## src/rtl/mem_stage_ctrl_if.sv

```systemverilog
// Data-memory request/ack bus between the MEM stage and the data memory.
// The master issues req/we/addr/be/wdata; the slave returns ack and rdata.
interface mem_stage_ctrl_if #(
  parameter int AW = 32
);
  logic          dmem_req;
  logic          dmem_we;
  logic [AW-1:0] dmem_addr;
  logic [3:0]    dmem_be;
  logic [31:0]   dmem_wdata;
  logic          dmem_ack;
  logic [31:0]   dmem_rdata;

  modport master (
    output dmem_req,
    output dmem_we,
    output dmem_addr,
    output dmem_be,
    output dmem_wdata,
    input  dmem_ack,
    input  dmem_rdata
  );

  modport slave (
    input  dmem_req,
    input  dmem_we,
    input  dmem_addr,
    input  dmem_be,
    input  dmem_wdata,
    output dmem_ack,
    output dmem_rdata
  );
endinterface

```

## src/rtl/mem_stage_ctrl.sv

```systemverilog
// MEM stage: turns EX/MEM loads/stores into one req/ack memory access,
// stalls upstream until it ends, and registers the MEM/WB slot.
module mem_stage_ctrl #(
  parameter int TIMEOUT = 16,
  parameter int AW      = 32
) (
  input  logic        clk,
  input  logic        rst_n,
  input  logic        valid_in,
  input  logic [3:0]  wb_in,
  input  logic [2:0]  mem_in,
  input  logic [63:0] alu_res_in,
  input  logic [31:0] rt_data_in,
  input  logic [4:0]  dest_in,
  input  logic [1:0]  float_in,
  input  logic        alu_mem_read_in,
  input  logic        alu_mem_write_in,
  input  logic        alu_RegWrite_in,
  output logic        stall_out,
  mem_stage_ctrl_if.master dmem,
  output logic [3:0]  wb_out,
  output logic [31:0] mem_data_out,
  output logic [63:0] alu_res_out,
  output logic [4:0]  dest_out,
  output logic [1:0]  float_out,
  output logic        RegWrite_out,
  output logic        valid_out,
  output logic        mem_err_out
);

  localparam int CW = $clog2(TIMEOUT + 1);

  typedef enum logic [0:0] {
    S_IDLE,
    S_WAIT
  } state_t;

  state_t        r_state;
  state_t        w_state_nxt;
  logic [CW-1:0] r_cnt;

  logic [AW-1:0] r_addr;
  logic [3:0]    r_be;
  logic [31:0]   r_wdata;
  logic          r_we;
  logic [1:0]    r_lo;
  logic [1:0]    r_size;
  logic          r_uns;

  logic [AW-1:0] w_addr;
  logic [AW-1:0] w_addr_al;
  logic [1:0]    w_size;
  logic [1:0]    w_lo;
  logic          w_start;
  logic          w_mis;
  logic          w_go;
  logic          w_ack;
  logic          w_wait;
  logic          w_tmo;
  logic          w_ok;
  logic          w_fail;
  logic          w_bad;
  logic          w_req;
  logic          w_stall;
  logic [3:0]    w_be;
  logic [31:0]   w_wdata;
  logic [7:0]    w_byte;
  logic [15:0]   w_half;
  logic [31:0]   w_ld;

  assign w_addr    = alu_res_in[AW-1:0];
  assign w_addr_al = {w_addr[AW-1:2], 2'b00};
  assign w_size    = mem_in[1:0];
  assign w_lo      = w_addr[1:0];
  assign w_start   = valid_in & (alu_mem_read_in | alu_mem_write_in);
  assign w_go      = w_start & ~w_mis;
  assign w_ack     = dmem.dmem_ack;
  assign w_wait    = (r_state == S_WAIT);
  assign w_tmo     = w_wait & (r_cnt == CW'(TIMEOUT - 1));
  assign w_ok      = w_wait & w_ack;
  assign w_fail    = w_tmo & ~w_ack;
  assign w_bad     = (r_state == S_IDLE) & w_start & w_mis;

  always_comb begin
    w_mis = 1'b1;
    unique case (w_size)
      2'b00:   w_mis = 1'b0;
      2'b01:   w_mis = w_lo[0];
      2'b10:   w_mis = |w_lo;
      default: w_mis = 1'b1;
    endcase
  end

  always_comb begin
    w_be    = 4'b0000;
    w_wdata = rt_data_in;
    unique case (w_size)
      2'b00: begin
        w_be    = 4'b0001 << w_lo;
        w_wdata = {4{rt_data_in[7:0]}};
      end
      2'b01: begin
        w_be    = 4'b0011 << w_lo;
        w_wdata = {2{rt_data_in[15:0]}};
      end
      2'b10: begin
        w_be    = 4'b1111;
        w_wdata = rt_data_in;
      end
      default: begin
        w_be    = 4'b0000;
        w_wdata = rt_data_in;
      end
    endcase
  end

  always_comb begin
    w_state_nxt = r_state;
    w_req       = 1'b0;
    w_stall     = 1'b0;
    unique case (r_state)
      S_IDLE: begin
        if (w_go) begin
          w_req       = 1'b1;
          w_stall     = 1'b1;
          w_state_nxt = S_WAIT;
        end
      end
      S_WAIT: begin
        // A late ack on the timeout cycle still wins.
        w_req   = w_ack | ~w_tmo;
        w_stall = ~w_ack & ~w_tmo;
        if (w_ack | w_tmo) begin
          w_state_nxt = S_IDLE;
        end
      end
      default: w_state_nxt = S_IDLE;
    endcase
  end

  assign dmem.dmem_req   = w_req & rst_n;
  assign stall_out       = w_stall & rst_n;
  assign dmem.dmem_addr  = w_wait ? r_addr  : w_addr_al;
  assign dmem.dmem_be    = w_wait ? r_be    : w_be;
  assign dmem.dmem_wdata = w_wait ? r_wdata : w_wdata;
  assign dmem.dmem_we    = w_wait ? r_we    : alu_mem_write_in;

  always_ff @(posedge clk or negedge rst_n) begin
    if (!rst_n) begin
      r_state <= S_IDLE;
      r_cnt   <= '0;
    end else begin
      r_state <= w_state_nxt;
      r_cnt   <= w_wait ? r_cnt + 1'b1 : '0;
    end
  end

  always_ff @(posedge clk or negedge rst_n) begin
    if (!rst_n) begin
      r_addr  <= '0;
      r_be    <= '0;
      r_wdata <= '0;
      r_we    <= 1'b0;
      r_lo    <= '0;
      r_size  <= '0;
      r_uns   <= 1'b0;
    end else if ((r_state == S_IDLE) && w_go) begin
      r_addr  <= w_addr_al;
      r_be    <= w_be;
      r_wdata <= w_wdata;
      r_we    <= alu_mem_write_in;
      r_lo    <= w_lo;
      r_size  <= w_size;
      r_uns   <= mem_in[2];
    end
  end

  always_comb begin
    w_byte = dmem.dmem_rdata[7:0];
    unique case (r_lo)
      2'd0: w_byte = dmem.dmem_rdata[7:0];
      2'd1: w_byte = dmem.dmem_rdata[15:8];
      2'd2: w_byte = dmem.dmem_rdata[23:16];
      2'd3: w_byte = dmem.dmem_rdata[31:24];
      default: w_byte = dmem.dmem_rdata[7:0];
    endcase
    w_half = r_lo[1] ? dmem.dmem_rdata[31:16]
                     : dmem.dmem_rdata[15:0];
    w_ld = dmem.dmem_rdata;
    unique case (r_size)
      2'b00: w_ld = r_uns ? {24'b0, w_byte}
                          : {{24{w_byte[7]}}, w_byte};
      2'b01: w_ld = r_uns ? {16'b0, w_half}
                          : {{16{w_half[15]}}, w_half};
      default: w_ld = dmem.dmem_rdata;
    endcase
    if (r_we) begin
      w_ld = 32'b0;
    end
  end

  always_ff @(posedge clk or negedge rst_n) begin
    if (!rst_n) begin
      wb_out       <= '0;
      mem_data_out <= '0;
      alu_res_out  <= '0;
      dest_out     <= '0;
      float_out    <= '0;
      RegWrite_out <= 1'b0;
      valid_out    <= 1'b0;
      mem_err_out  <= 1'b0;
    end else if (w_stall) begin
      valid_out <= 1'b0;
    end else begin
      wb_out      <= wb_in;
      alu_res_out <= alu_res_in;
      dest_out    <= dest_in;
      float_out   <= float_in;
      valid_out   <= valid_in;
      unique case (1'b1)
        w_ok: begin
          mem_data_out <= w_ld;
          mem_err_out  <= 1'b0;
          RegWrite_out <= alu_RegWrite_in;
        end
        w_fail, w_bad: begin
          mem_data_out <= 32'b0;
          mem_err_out  <= 1'b1;
          RegWrite_out <= 1'b0;
        end
        default: begin
          mem_data_out <= 32'b0;
          mem_err_out  <= 1'b0;
          RegWrite_out <= alu_RegWrite_in;
        end
      endcase
    end
  end

endmodule
```

## src/flat_wrapper.sv

```systemverilog
// flat-port wrapper written by rule: the top's interface ports become plain ports
module mem_stage_ctrl_flat 
#(
  parameter int TIMEOUT = 16,
  parameter int AW      = 32
)
  (clk, rst_n, valid_in, wb_in, mem_in, alu_res_in, rt_data_in, dest_in, float_in, alu_mem_read_in, alu_mem_write_in, alu_RegWrite_in, stall_out, wb_out, mem_data_out, alu_res_out, dest_out, float_out, RegWrite_out, valid_out, mem_err_out, dmem_dmem_req, dmem_dmem_we, dmem_dmem_addr, dmem_dmem_be, dmem_dmem_wdata, dmem_dmem_ack, dmem_dmem_rdata);
  mem_stage_ctrl_if #(.AW(AW)) dmem_i ();
  input  logic clk;
  input  logic rst_n;
  input  logic valid_in;
  input  logic [3:0] wb_in;
  input  logic [2:0] mem_in;
  input  logic [63:0] alu_res_in;
  input  logic [31:0] rt_data_in;
  input  logic [4:0] dest_in;
  input  logic [1:0] float_in;
  input  logic alu_mem_read_in;
  input  logic alu_mem_write_in;
  input  logic alu_RegWrite_in;
  output logic stall_out;
  output logic [3:0] wb_out;
  output logic [31:0] mem_data_out;
  output logic [63:0] alu_res_out;
  output logic [4:0] dest_out;
  output logic [1:0] float_out;
  output logic RegWrite_out;
  output logic valid_out;
  output logic mem_err_out;
  output wire logic [$bits(dmem_i.dmem_req)-1:0] dmem_dmem_req;
  output wire logic [$bits(dmem_i.dmem_we)-1:0] dmem_dmem_we;
  output wire logic [$bits(dmem_i.dmem_addr)-1:0] dmem_dmem_addr;
  output wire logic [$bits(dmem_i.dmem_be)-1:0] dmem_dmem_be;
  output wire logic [$bits(dmem_i.dmem_wdata)-1:0] dmem_dmem_wdata;
  input wire logic [$bits(dmem_i.dmem_ack)-1:0] dmem_dmem_ack;
  input wire logic [$bits(dmem_i.dmem_rdata)-1:0] dmem_dmem_rdata;
  assign dmem_dmem_req = dmem_i.dmem_req;
  assign dmem_dmem_we = dmem_i.dmem_we;
  assign dmem_dmem_addr = dmem_i.dmem_addr;
  assign dmem_dmem_be = dmem_i.dmem_be;
  assign dmem_dmem_wdata = dmem_i.dmem_wdata;
  assign dmem_i.dmem_ack = dmem_dmem_ack;
  assign dmem_i.dmem_rdata = dmem_dmem_rdata;
  mem_stage_ctrl #(.TIMEOUT(TIMEOUT), .AW(AW)) u_core (.clk(clk), .rst_n(rst_n), .valid_in(valid_in), .wb_in(wb_in), .mem_in(mem_in), .alu_res_in(alu_res_in), .rt_data_in(rt_data_in), .dest_in(dest_in), .float_in(float_in), .alu_mem_read_in(alu_mem_read_in), .alu_mem_write_in(alu_mem_write_in), .alu_RegWrite_in(alu_RegWrite_in), .stall_out(stall_out), .dmem(dmem_i), .wb_out(wb_out), .mem_data_out(mem_data_out), .alu_res_out(alu_res_out), .dest_out(dest_out), .float_out(float_out), .RegWrite_out(RegWrite_out), .valid_out(valid_out), .mem_err_out(mem_err_out));
endmodule
```

## config.mk

```make
export PLATFORM = sky130hd
export DESIGN_NAME = mem_stage_ctrl_flat
export DESIGN_NICKNAME = d
export VERILOG_FILES = /design/src/rtl/mem_stage_ctrl_if.sv /design/src/rtl/mem_stage_ctrl.sv /design/src/flat_wrapper.sv
export SDC_FILE = /design/constraint.sdc
export NUM_CORES = 1
export LEC_CHECK = 0
export CAP_MARGIN = 10
export CELL_PAD_IN_SITES_DETAIL_PLACEMENT = 2
export CELL_PAD_IN_SITES_GLOBAL_PLACEMENT = 2
export CORE_MARGIN = 10
export CORE_UTILIZATION = 27
export CTS_CLUSTER_SIZE = 30
export DETAILED_ROUTE_END_ITERATION = 8
export PLACE_DENSITY = 0.85
export SYNTH_ARGS = -nofsm -noshare
export SYNTH_HDL_FRONTEND = slang
export SYNTH_SLANG_ARGS = --single-unit
```

## constraint.sdc

```tcl
create_clock -name clk -period 3.2 [get_ports clk]
set_input_delay 0.96 -clock clk [delete_from_list [all_inputs] [get_ports clk]]
set_output_delay 0.96 -clock clk [all_outputs]
set_load 0.01 [all_outputs]
```

## Word-level counts from Yosys, hierarchy flattened

Cells that the tools add are included.

- Shifts and indexed selects: 2
- Equal/unequal tests: 7
- Bitwise operators: 17
- Add/subtract/negate cells: 1
- Muxes and demuxes: 23
- Reduce and logical (&&, ||, !) cells: 6

Operators with widths:

| operator | count |
|---|---|
| 2-to-1 mux 32 bit | 6 |
| one-hot mux 32 bit (2 select lines) | 2 |
| one-hot mux 8 bit (4 select lines) | 1 |
| 2-to-1 mux 16 bit | 1 |
| one-hot mux 4 bit (3 select lines) | 1 |
| AND 1 bit | 10 |
| equality test 2 x 1 -> 1 bit (second input constant) | 3 |
| equality test 2 bit (second input constant) | 3 |
| zero test 2 bit | 3 |
| 2-to-1 mux 1 bit | 6 |
| one-hot mux 1 bit (2 select lines) | 3 |
| adder 5 x 1 -> 5 bit (second input constant) | 1 |
| equality test 5 x 4 -> 1 bit (second input constant) | 1 |
| 2-to-1 mux 5 bit | 1 |
| 2-to-1 mux 4 bit | 1 |
| NOT 1 bit | 4 |
| OR reduction 2 bit | 2 |
| << shifter 1 x 2 -> 4 bit (first input constant) | 1 |
| << shifter 2 x 2 -> 4 bit (first input constant) | 1 |
| bitwise OR 1 bit | 3 |
| one-hot mux 1 bit (3 select lines) | 1 |
| logical AND 1 bit | 1 |

- Register bits: 188
- Output and inout port bits: 181
- Input port bits: 149
- Logic and storage cells: 73

## Logic depth before layout (Yosys ltp)

- Word-level depth: 7
- Gate-level depth with buffers: 7
- Depth with buffers taken out: 6

## Least setup slack after synthesis

Ideal clock, no wire load.

- Kind: input to output
- Start: input mem_in[0]
- End: output dmem_dmem_wdata[10]
- Data arrival time: 2175 ps
- Slack: 65 ps
- Buffers on the path: 1
- Cell stages on the path: 4
- Cells stage by stage: buf_4 nor2_1 mux2_2 mux2_2

- Word-level cells in the longest chain between the ends: 3

Ends and longest elaborated chain:

| what | line | source |
|---|---|---|
| start: declaration | flat_wrapper.sv:13 | `input logic [2:0] mem_in;` |
| equality test 2 x 1 -> 1 bit / zero test 2 bit (equally long branches) | mem_stage_ctrl.sv:97 | `unique case (w_size)` |
| one-hot mux 32 bit (2 select lines) * | mem_stage_ctrl.sv:97 |  |
| 2-to-1 mux 32 bit * | mem_stage_ctrl.sv:145 | `assign dmem.dmem_wdata = w_wait ? r_wdata : w_wdata;` |
| end: declaration | flat_wrapper.sv:34 | `output wire logic [$bits(dmem_i.dmem_wdata)-1:0] dmem_dmem_wdata;` |

Every way passes the cells marked *; elsewhere a longest branch is shown, timed or not.

## Worst setup path after layout

- Start: input rt_data_in[6]
- End: output dmem_dmem_wdata[22]

- Word-level cells in the longest chain between the ends: 2

Ends and longest elaborated chain:

| what | line | source |
|---|---|---|
| start: declaration | flat_wrapper.sv:15 | `input logic [31:0] rt_data_in;` |
| one-hot mux 32 bit (2 select lines) | mem_stage_ctrl.sv:97 |  |
| 2-to-1 mux 32 bit | mem_stage_ctrl.sv:145 |  |

Every way passes these cells.

==> impl_metrics.yaml <==
drt:
  firstDrtPassIters: 4
  drtIter0Drc: 298
  num_vias: 7817
  avgViaCountPerCell: 4.77
  post_drt_wl_per_cell_um: 22.8
  ant_nets: 0
  drt-total-wl_mm: 37.3
  drc: 0
synth:
  synth_top_flop_cell: "dfrtp_1"
  ys_top_cells_by_count: "nand2_1, dfrtp_1, mux2_2"
  synthDistinctLibCells: 50
  yosysMostFrequentCell: "nand2_1"
  async_reset_ff_share_pct: 100
  yosys-top-cells-area: "dfrtp_1, mux2_2, nand2_1"
  synth-seq-area-share_pct: 53.1
  ys_seq_elements: 188
  syn_area_um2: 8860
  yosysWarnings: 0
  synth.top_cell.area_share_pct: 53.1
  netlist_instances: 821
  syn_avg_cell_area_um2: 10.8
  yosys.area.top_type: "dfrtp_1"
  synth_enable_flop_cells: 0
clocking:
  path_clk_slew_ps: 70
  clkSinkCount: 188
  cts_made_buffers: 17
  cts-root-buf: "clkbuf_16"
  hold_buffers: 0
  cts_max_level: 4
  clock_latency_ps: 450
  cts_tree: "done"
  clockBufferDepth: 2
timing:
  max_freq_ghz: 0.316
  finalSetupViolCount: 0
  clock_skew_ps: 15.0
  max_slew_margin_pct: 33.4
  period_needed_ps: 3160
  slew_violations: 0
  report.final.hold_viol_count: 0
  period_share_pct: 98.8
  tightest_slew_ps: 995
floorplanning:
  die_y_um: 201
  core_area_um2: 32500
  design.die.area_um2: 40500
  num_io_pins: 330
  fp.dieW_um: 201
  initial_core_util_pct: 27.3
  row_count: 66
global_routing:
  grt_first_pass_wirelength_mm: 56.8
  antenna_found_initial: 4
  grtUsageTotal_pct: 18.1
  met2_usage_pct: 31.7
  use_met3_pct: 6.47
  grt_most_used_layer: "met2"
  grt_pass1_vias: 8985
  grtUsageMet1_pct: 20.4
  grt_overflow_total: 0
  grt_max_degree: 170
setup_path:
  crit_arrival_ps: 2200
  endpoint_kind: "output port"
  cpPeakStageDelay_ps: 410
  crit_path_max_fanout: 5
  rr_startpoint: "u_core.r_cnt[0]$_DFF_PN0_"
  ff2ff_path_depth: 8
  cpMostUsedCell: "mux2_2"
  startpoint_type: "primary input"
  path_class: "primary input to output port"
  cp_cell_sequence: "clkdlybuf4s50_1 -> buf_6 -> mux2_2 -> mux2_2 -> buf_2"
  worstReg2RegEnd: "u_core.alu_res_out[20]$_DFFE_PN0N_"
  cp_slowest_cell: "clkdlybuf4s50_1"
  reg2reg_slack_ps: 650
  crit_required_ps: 2240
placement:
  place_area_um2: 13000
  dpl.hpwl_mm: 27.7
  io_buffers: 327
  gp_congestion: 0.777
  placedCellCount: 1592
finish:
  fin_cells: 1639
  fin_nets: 1332
  syn2layout_area_growth_pct: 54.7
  drive_above_1_share_pct: 23.6
  stdcell_area_um2: 13700
worst_hold_path:
  min_to: "u_core.r_addr[28]$_DFFE_PN0P_"
  worstHoldPathType: "flop to flop"
  min-delay-start: "u_core.r_addr[28]$_DFFE_PN0P_"
  hold-path-cell-count: 2
power_and_ir_drop:
  ir_worst_vdd_uv: 364
  power_density_nw_per_um2: 543
  leakage_nw: 6.12
run_status:
  outcome: "completed"
flow_run:
  timing.max_cap.violations: 0
## layout by cell type, fill, tap and decap left out, types with 9 or more instances in the layout
cell,n
dfrtp_1,187
dlymetal6s2s_1,12
mux2_2,134
dlygate4sd2_1,23
nand2_1,214
buf_4,52
nor2_1,15
o22ai_1,22
buf_6,9
nand3_1,17
clkdlybuf4s50_1,265
clkbuf_16,17
a21oi_1,13
mux2_1,19
o21ai_0,39
buf_12,9
a22o_1,15
## per-layer routing
layer  vias up  part of all wire [%]
li1       3550                     -
met1      3967                    40
met2       261                    51
met3        35                   7.4
met4         4                   1.5
met5         -                 0.072
## timing repair
action,4_1_cts,5_1_grt
resized for setup,113,43
setup buffers,10,2
endpoints found under the setup margin,41,30
pin swaps,5,3
endpoints found under the hold margin,0,0
## area by class of cell
class,count,area (µm²)
Fill cell,3404,18700
Sequential cell,188,4710
Multi-Input combinational cell,568,3940
Timing Repair Buffer,397,3880
Tap cell,442,553
Clock buffer,18,429
Clock inverter,14,151
Inverter,9,33.8
Antenna cell,3,7.51
## registers in the layout, summed over array words and instances (netlist names), 4 cells and up
register and count:
u_core.wb_out 4, u_core.r_wdata 32, u_core.alu_res_out 64, u_core.r_be 4
u_core.r_cnt 5, u_core.r_addr 30, u_core.dest_out 5, u_core.mem_data_out 32
## per-stage QoR
| step | utilization (%) | setup TNS (ps) | hold slack [ps] | total power [mW] | setup slack, ps |
|---|---|---|---|---|---|
| after floorplan | - | 0 | 432 | 4.04 | 64.7 |
| after global placement | 40.0 | -26790 | 450 | 5.25 | -631 |
| after detailed placement | 40.0 | -33340 | 454 | 5.39 | -684 |
| after CTS | 42.1 | 0 | 479 | 7.57 | 2.10 |
| after global routing | 42.2 | -72.9 | 510 | 7.87 | -56.3 |
| final | 42.2 | 0 | 474 | 7.44 | 38.6 |
## power breakdown
part,internal (mW),switching (mW)
Sequential,2.76,0.252
Combinational,1.17,1.08
Clock,1.11,1.06
Total,5.05,2.39
## cell families (layout without fill, tap and decap cells)
family,count (synthesis),after routing,synth area share [%]
xor gates and xnor gates,3,3,0.297
muxes,163,163,20.7
adders and majority gates,2,2,0.282
buffers and inverters,66,438,3.63
other,1,5,0.0423
and+or+nand+nor,272,272,12.6
AOI/OAI and AO/OA,126,126,9.36
DFF,188,188,53.1
## how the worst max path moves through the flow
stage	to	slack [ps]	cells past startpoint	from
after floorplan	dmem_dmem_wdata[10]	60	4	mem_in[0]
after global placement	dmem_dmem_wdata[22]	-630	5	mem_in[1]
after detailed placement	dmem_dmem_req	-680	6	mem_in[1]
after CTS	stall_out	2	9	mem_in[0]
after global routing	dmem_dmem_be[3]	-60	9	alu_res_in[0]
final	dmem_dmem_wdata[22]	40	5	rt_data_in[6]
## critical path: cells and delay by family
family | cells | cell delay [ps]
buffers and inverters | 3 | 690
muxes | 2 | 540
Power figures use the tool's default switching activity.
